File: config.mk
export PLATFORM = sky130hd
export DESIGN_NAME = pixel_unstacker
export DESIGN_NICKNAME = d
export VERILOG_FILES = /design/src/rtl/pixel_unstacker.sv
export SDC_FILE = /design/constraint.sdc
export NUM_CORES = 1
export LEC_CHECK = 0
export CAP_MARGIN = 30
export CORE_MARGIN = 2
export CORE_UTILIZATION = 45
export CTS_CLUSTER_SIZE = 8
export DETAILED_ROUTE_END_ITERATION = 8
export PLACE_DENSITY = 0.65
export RECOVER_POWER = 25
export SETUP_SLACK_MARGIN = 0.3
export SLEW_MARGIN = 25
export SYNTH_ARGS = -nofsm -noshare
export SYNTH_HDL_FRONTEND = slang
export SYNTH_SLANG_ARGS = --single-unit
File: constraint.sdc
create_clock -name clk_in -period 10.2 [get_ports clk_in]
set_input_delay 1.53 -clock clk_in [delete_from_list [all_inputs] [get_ports clk_in]]
set_output_delay 1.53 -clock clk_in [all_outputs]
set_load 0.005 [all_outputs]
File: src/rtl/pixel_unstacker.sv
`default_nettype none
// ============================================================================
// Module   : pixel_unstacker
// Purpose  : Issues in-order 128-bit chunk read requests to a memory. Each
//            returned chunk is buffered in a small FIFO and then emitted as
//            eight 16-bit pixels over a valid/ready stream, together with
//            each pixel's linear frame address.
// Revision : 1.0 - initial release
// ============================================================================
module pixel_unstacker #(
  parameter  int HRES   = 1280,
  parameter  int VRES   = 720,
  parameter  int DEPTH  = 4,
  localparam int NPIX   = HRES * VRES,
  localparam int NCHUNK = NPIX / 8,
  localparam int AW     = $clog2(NPIX),
  localparam int CAW    = $clog2(NCHUNK)
) (
  input  logic           clk_in,
  input  logic           rst_n_in,
  input  logic           enable_in,
  output logic [CAW-1:0] req_addr_out,
  output logic           req_valid_out,
  input  logic           req_ready_in,
  input  logic [127:0]   rsp_data_in,
  input  logic           rsp_valid_in,
  output logic [15:0]    pix_data_out,
  output logic [AW-1:0]  pix_addr_out,
  output logic           pix_last_out,
  output logic           pix_valid_out,
  input  logic           pix_ready_in,
  output logic           overflow_out
);

  // Pointer width for the power-of-two FIFO, and counter width for 0..DEPTH.
  localparam int PW = $clog2(DEPTH);
  localparam int CW = $clog2(DEPTH + 1);

  localparam logic [CW-1:0]  DEPTH_C      = CW'(DEPTH);
  localparam logic [CW-1:0]  ONE_C        = CW'(1);
  localparam logic [CAW-1:0] LAST_CHUNK_C = CAW'(NCHUNK - 1);
  localparam logic [AW-1:0]  LAST_PIX_C   = AW'(NPIX - 1);

  logic [CW-1:0]  credits;
  logic [CW-1:0]  outstanding;
  logic [CW-1:0]  count;
  logic [PW-1:0]  wr_ptr;
  logic [PW-1:0]  rd_ptr;
  logic [CAW-1:0] req_addr;
  logic [CAW-1:0] rd_chunk;
  logic [2:0]     idx;
  logic           overflow;
  logic [127:0]   mem [DEPTH];

  logic           req_fire;
  logic           pix_valid;
  logic           pix_fire;
  logic           pop;
  logic           full;
  logic           wr_en;
  logic           drop;
  logic [127:0]   head;

  // Request side: credits bound the chunks either in flight or buffered, so
  // the FIFO cannot overflow for well-behaved memories. Held low during reset.
  assign req_valid_out = rst_n_in && enable_in && (credits != '0);
  assign req_fire      = req_valid_out && req_ready_in;
  assign req_addr_out  = req_addr;

  // Pixel side.
  assign pix_valid = (count != '0);
  assign pix_fire  = pix_valid && pix_ready_in;
  assign pop       = pix_fire && (idx == 3'd7);
  assign full      = (count == DEPTH_C);

  // A response is stored only if a request is pending and there is room;
  // a pop in the same cycle frees the entry being written into.
  assign wr_en = rsp_valid_in && (outstanding != '0) && (!full || pop);
  assign drop  = rsp_valid_in && !wr_en;

  assign head          = mem[rd_ptr];
  assign pix_valid_out = pix_valid;
  assign pix_data_out  = pix_valid ? head[{idx, 4'b0000} +: 16] : 16'h0000;
  assign pix_addr_out  = {rd_chunk, idx};
  assign pix_last_out  = pix_valid && ({rd_chunk, idx} == LAST_PIX_C);
  assign overflow_out  = overflow;

  // Chunk storage; contents are only observed through a non-zero count.
  always_ff @(posedge clk_in) begin
    if (wr_en) begin
      mem[wr_ptr] <= rsp_data_in;
    end
  end

  // Request address, credit and in-flight bookkeeping.
  always_ff @(posedge clk_in or negedge rst_n_in) begin
    if (!rst_n_in) begin
      req_addr    <= '0;
      credits     <= DEPTH_C;
      outstanding <= '0;
    end else begin
      if (req_fire) begin
        req_addr <= (req_addr == LAST_CHUNK_C) ? '0 : req_addr + CAW'(1);
      end
      case ({req_fire, pop})
        2'b10:   credits <= credits - ONE_C;
        2'b01:   credits <= credits + ONE_C;
        default: credits <= credits;
      endcase
      case ({req_fire, rsp_valid_in && (outstanding != '0)})
        2'b10:   outstanding <= outstanding + ONE_C;
        2'b01:   outstanding <= outstanding - ONE_C;
        default: outstanding <= outstanding;
      endcase
    end
  end

  // FIFO pointers, occupancy and the sticky drop flag.
  always_ff @(posedge clk_in or negedge rst_n_in) begin
    if (!rst_n_in) begin
      wr_ptr   <= '0;
      rd_ptr   <= '0;
      count    <= '0;
      overflow <= 1'b0;
    end else begin
      if (wr_en) begin
        wr_ptr <= wr_ptr + PW'(1);
      end
      if (pop) begin
        rd_ptr <= rd_ptr + PW'(1);
      end
      case ({wr_en, pop})
        2'b10:   count <= count + ONE_C;
        2'b01:   count <= count - ONE_C;
        default: count <= count;
      endcase
      if (drop) begin
        overflow <= 1'b1;
      end
    end
  end

  // Pixel index within the head chunk and frame-relative chunk number.
  always_ff @(posedge clk_in or negedge rst_n_in) begin
    if (!rst_n_in) begin
      idx      <= 3'd0;
      rd_chunk <= '0;
    end else if (pix_fire) begin
      idx <= idx + 3'd1;
      if (pop) begin
        rd_chunk <= (rd_chunk == LAST_CHUNK_C) ? '0 : rd_chunk + CAW'(1);
      end
    end
  end

endmodule
`default_nettype wire
### Word-level counts from Yosys, hierarchy flattened

Memory sizes are Yosys's and may differ from the RTL's.
Cells that the tools add are included.

* add/subtract/negate cells: 11
* $mul: 0
* div/mod/pow operators: 0
* order comparisons: 0
* equal/unequal tests: 11
* shifts and indexed selects: 1
* mux-type cells: 8
* bitwise logic cells: 0
* reductions and logical operators: 19

Operator list (count)
* 128-bit by 8-bit variable part select with 16-bit output: 1
* 17-bit by 1-bit adder with 17-bit output, second input constant: 2
* 17-bit equality test, second input constant: 2
* 17-bit 2-to-1 mux: 2
* 20-bit equality test, second input constant: 1
* 3-bit one-hot mux with 2 select lines: 3
* 16-bit 2-to-1 mux: 1
* 3-bit by 1-bit adder with 3-bit output, second input constant: 4
* 1-bit logical AND: 9
* 3-bit nonzero test: 3
* 3-bit by 1-bit subtractor with 3-bit output, second input constant: 3
* 2-bit by 1-bit equality test with 1-bit output, second input constant: 3
* 2-bit equality test, second input constant: 3
* 3-bit equality test, second input constant: 2
* 2-bit nonzero test: 3
* 2-bit by 1-bit adder with 2-bit output, second input constant: 2
* 1-bit logical NOT: 2
* 1-bit 2-to-1 mux: 2
* 2-bit AND reduction: 1
* 1-bit logical OR: 1

* register bits after elaboration: 51
* bits in latches: 0
* bits in writable memories: 512
* memory bits (read-only): 0
* input port bits: 134
* output and inout bits: 57
* word-level logic and storage cells: 60
* memories kept: 1

Memories
* mem: words 4, bits a word 128, rd ports 1, clocked after memory_dff 0, wr ports 1, line 53 `logic [127:0] mem [DEPTH];`

### Longest topological paths before layout

* depth after elaboration: 7
* gate-level depth with buffers: 10
* mapped depth without buffers: 10

### Least setup slack after synthesis

No wires, ideal clock.

* path type: input to register
* start: input port rsp_valid_in
* end: memory mem[0][0] (enable)
* library setup time: 0.502 ns
* arrival time: 5.021 ns
* required time: 9.698 ns
* slack: 4.677 ns
* stages on the path: 3
* buffers on the path: 0
* path through: o31ai_1 a21oi_1 and2_1

* cells in the longest elaborated chain, start to end: 4

RTL lines
* from (decl): line 26 `input logic rsp_valid_in,`
* 1-bit logical AND (2 in a row): line 78 `assign wr_en = rsp_valid_in && (outstanding != '0) && (!full || pop);`
* 1-bit 2-to-1 mux: line 90 `if (wr_en) begin`
* 1-bit 2-to-1 mux (implied by the code): line 91 `mem[wr_ptr] <= rsp_data_in;`
* to (decl): line 53

Every way passes these cells.

### Final worst setup path

* start: input port rst_n_in
* end: output port req_valid_out

* cells in the longest elaborated chain, start to end: 2

RTL lines
* from (decl): line 20 `input logic rst_n_in,`
* 1-bit logical AND (2 in a row): line 66 `assign req_valid_out = rst_n_in && enable_in && (credits != '0);`
* to (decl): line 23 `output logic req_valid_out,`

Every way passes these cells.

==> flow_summary_export.csv <==
group,metric,value,unit
outcome,violations,"max-capacitance violations, max-slew violations",
floorplan,die_y,225.6,um
yosys,synth-simple-area-share,4.773,%
worst_setup_path,start_kind,"input pin",
power_and_ir_drop,powerDensity,290.6,nW/um2
layout,drive_above_1_share,19.72,%
clock_network,post-cts-setup-buffers,0,
yosys,synth_seq_area_share,75.35,%
yosys,syn_area,22100,um2
worst_setup_path,crit_slowest_cell,"clkbuf_1",
placement,gp_congestion,0.7880,
layout,final_util,55.47,%
global_route,grt_start_max_net_pins,71,
clock_network,cts.path.max_buffers,3,
floorplan,core-area,48750,um2
worst_setup_path,cp_top_family,"buffers and inverters",
worst_setup_path,path_class,"input pin to output port",
timing,timing.setup.tns,0,ns
worst_setup_path,critPathBufInv,3,
global_route,overflow,0,
layout,instances_no_fill,2023,
routing,postRouteAntennaNets,0,
yosys,yosysWarnings,0,
timing,hold_viol,0,
clock_network,cts.clk_slew.worst_paths,0.05,ns
timing,skew,0.02108,ns
layout,syn_to_final_growth,22.36,%
yosys,muxShareOfSynthArea,14.78,%
global_route,grt_pass1_vias,11702,
global_route,met1_usage,28.16,%
worst_setup_path,cp.required,8.67,ns
yosys,synth_edf_count,512,
layout,mostFrequentLayoutCell,"edfxtp_1",
layout,layout_common_cells,"512 x edfxtp_1, 128 x mux4_2, 124 x clkdlybuf4s50_1",
global_route,antenna_found_initial,15,
timing,whs,0.4654,ns
global_route,track_usage,19.91,%
timing,worst_slack,3.935,ns
timing,finalSetupViolations,0,
yosys,synthAdderAreaFrac,0.8379,%
placement,post-dp-hpwl,31200,um
yosys,syn_area_per_cell,20.28,um2
floorplan,dieArea,50900,um2
yosys,synthDistinctLibCells,55,
worst_setup_path,worstPathMaxFanout,52,
power_and_ir_drop,p_seq_share,41.3,%
power_and_ir_drop,combPwrFrac,28.8,%
min_path,hp-class,"register to register",
yosys,async_reset_ff_share,9.059,%
placement,dp_cells,1908,
timing,tightest_slew,2.819,ns
yosys,synth-xor-area-share,1.347,%
flow_run,maxCapViolCount,1,
placement,pre_cts_ws,5.003,ns
power_and_ir_drop,power.leakage,8.985,nW
worst_setup_path,path_cells,"buf_2 > clkbuf_1 > o311a_1 > clkdlybuf4s50_1",
timing,clock.fmax,159.6,MHz
power_and_ir_drop,power_switching,0.002317,W
worst_setup_path,critPathCaptureType,"output port",
power_and_ir_drop,pwr-share-clk,29.9,%
global_route,grt.met3_usage,3.526,%
clock_network,cts_made_buffers,80,
clock_network,htree_levels,3,
floorplan,placementRows,81,
timing,drv_slew,53,
clock_network,cts.sinks,563,
clock_network,root_buffer,"clkbuf_16",
floorplan,die_x,225.6,um
global_route,use_met2,31.11,%
clock_network,cts_resized,0,
worst_setup_path,cp_data_arrival_time,4.73,ns
timing,post-route-period-util,61.42,%
yosys,synth_top_family_by_area,"multiplexers",
power_and_ir_drop,swShare,29.49,%
floorplan,start_util,45.34,%
timing,maxSlewHeadroom,-87.93,%
routing,viasPerCell,5.643,
layout,final_nets,1475,
routing,drt-initial-drc-count,1010,
timing,rsz0062_at_grt,"no",
layout,fillers,3699,
worst_setup_path,rrSetupSlack,6.25,ns
power_and_ir_drop,p_int,0.005540,W
yosys,synthesis.nets,1237,
outcome,run_status,"finished, violations left",
routing,drt_first_pass_iters,5,
clock_network,clk_latency,0.60,ns
yosys,ys_seq_elements,563,
clock_network,cts_tree,"yes",
routing,dr_total_vias,11416,
placement,io_buffers,190,
routing,wl_per_cell,24.51,um
yosys,synth_ff_type,"edfxtp_1",
timing,period_needed,6.265,ns
floorplan,ios,191,
global_route,grt_first_pass_wirelength,73890,um
yosys,synth_cells,1090,
routing,drc_errors,0,
worst_setup_path,cpPeakStageDelay,1.97,ns
routing,drt_wl_total,49580,um
global_route,busiest_layer,"met2",
power_and_ir_drop,vdd_drop_max,156.5,uV
clock_network,hold_buffers,0,
yosys,synth_compound_area_share,1.500,%
[power by group through the flow]
stage               Clock (W)  Combinational [W]  Sequential, W
finish                0.00235            0.00226        0.00325
global placement            0            0.00226        0.00328
global route          0.00249            0.00242        0.00329
detailed placement          0            0.00228        0.00330
floorplan                   0            0.00146        0.00323
CTS                   0.00240            0.00229        0.00326
[synth_stat cells (10+ instances only)]
| master | instances | area (um2) |
|---|---|---|
| edfxtp_1 | 512 | 15370 |
| o21ai_0 | 10 | 50.05 |
| nand2_1 | 21 | 78.83 |
| o22ai_1 | 16 | 100.1 |
| xor2_1 | 14 | 122.6 |
| buf_2 | 26 | 130.1 |
| nand4_1 | 30 | 187.7 |
| or2_2 | 14 | 87.58 |
| mux2i_1 | 35 | 350.3 |
| mux4_2 | 128 | 2883 |
| nor2_1 | 16 | 60.06 |
| ha_1 | 10 | 125.1 |
| xnor2_1 | 20 | 175.2 |
| dfrtp_1 | 50 | 1251 |
| nand3_1 | 69 | 345.3 |
| inv_1 | 19 | 71.32 |
| clkbuf_1 | 18 | 67.56 |
[cells by family (layout without fill, tap and decap cells)]
logic type / Yosys count / in the layout
adders and majority gates: 13 / 13
buffers and inverters: 73 / 337
DFF: 563 / 563
muxes: 166 / 166
AOI/OAI and AO/OA: 48 / 48
xor gates and xnor gates: 34 / 34
and+or+nand+nor: 193 / 193
other: 0 / 5
[sequential cells by signal (all words and copies together), names as in the netlist]
register      cells
mem             512
rd_chunk         17
req_addr_out     17
count             3
credits           3
idx               3
outstanding       3
rd_ptr            2
wr_ptr            2
overflow_out      1
[worst paths after layout]
check | start | end | depth (start not counted)
max in group asynchronous | rst_n_in | rd_ptr[1] | 2
min in group asynchronous | rst_n_in | req_addr_out[16] | 2
setup reg to reg | idx[0] | mem[3][22] | 7
setup / recovery | rst_n_in | req_valid_out | 4
hold reg to reg | outstanding[2] | outstanding[2] | 1
hold / removal | outstanding[2] | outstanding[2] | 1
[worst register-to-register path, cell delays in order, from the launching register on]
cell	delay [ns]
dfrtp_1	0.53
ha_1	0.25
ha_1	0.23
a211oi_1	0.11
a21oi_1	0.61
and2_4	0.85
buf_4	0.70
buf_12	0.33
[layer usage]
| metal | vias up | share of wire [%] |
|---|---|---|
| met4 | 0 | 3.0 |
| met2 | 415 | 48 |
| met5 | - | 0 |
| met3 | 80 | 6.7 |
| li1 | 4956 | - |
| met1 | 5965 | 42 |
[through the flow]
step / area [um2] / total power [W]
after floorplan: 22100 / 0.004690
after global placement: 24720 / 0.005537
after detailed placement: 24780 / 0.005578
after CTS: 26980 / 0.007950
after global routing: 27030 / 0.008204
final: 27040 / 0.007857
[final cells by class]
cell class,instances,area [um2],area share (%)
inverter,20,75.07,0.2776
multi-input combinational,454,5151,19.05
timing repair buffer,209,2113,7.815
clock inverter,7,116.4,0.4303
clock buffer,101,2081,7.695
tap,664,830.8,3.072
antenna,5,12.51,0.04627
sequential,563,16660,61.61
No activity file was read; power rests on OpenSTA's default activity.
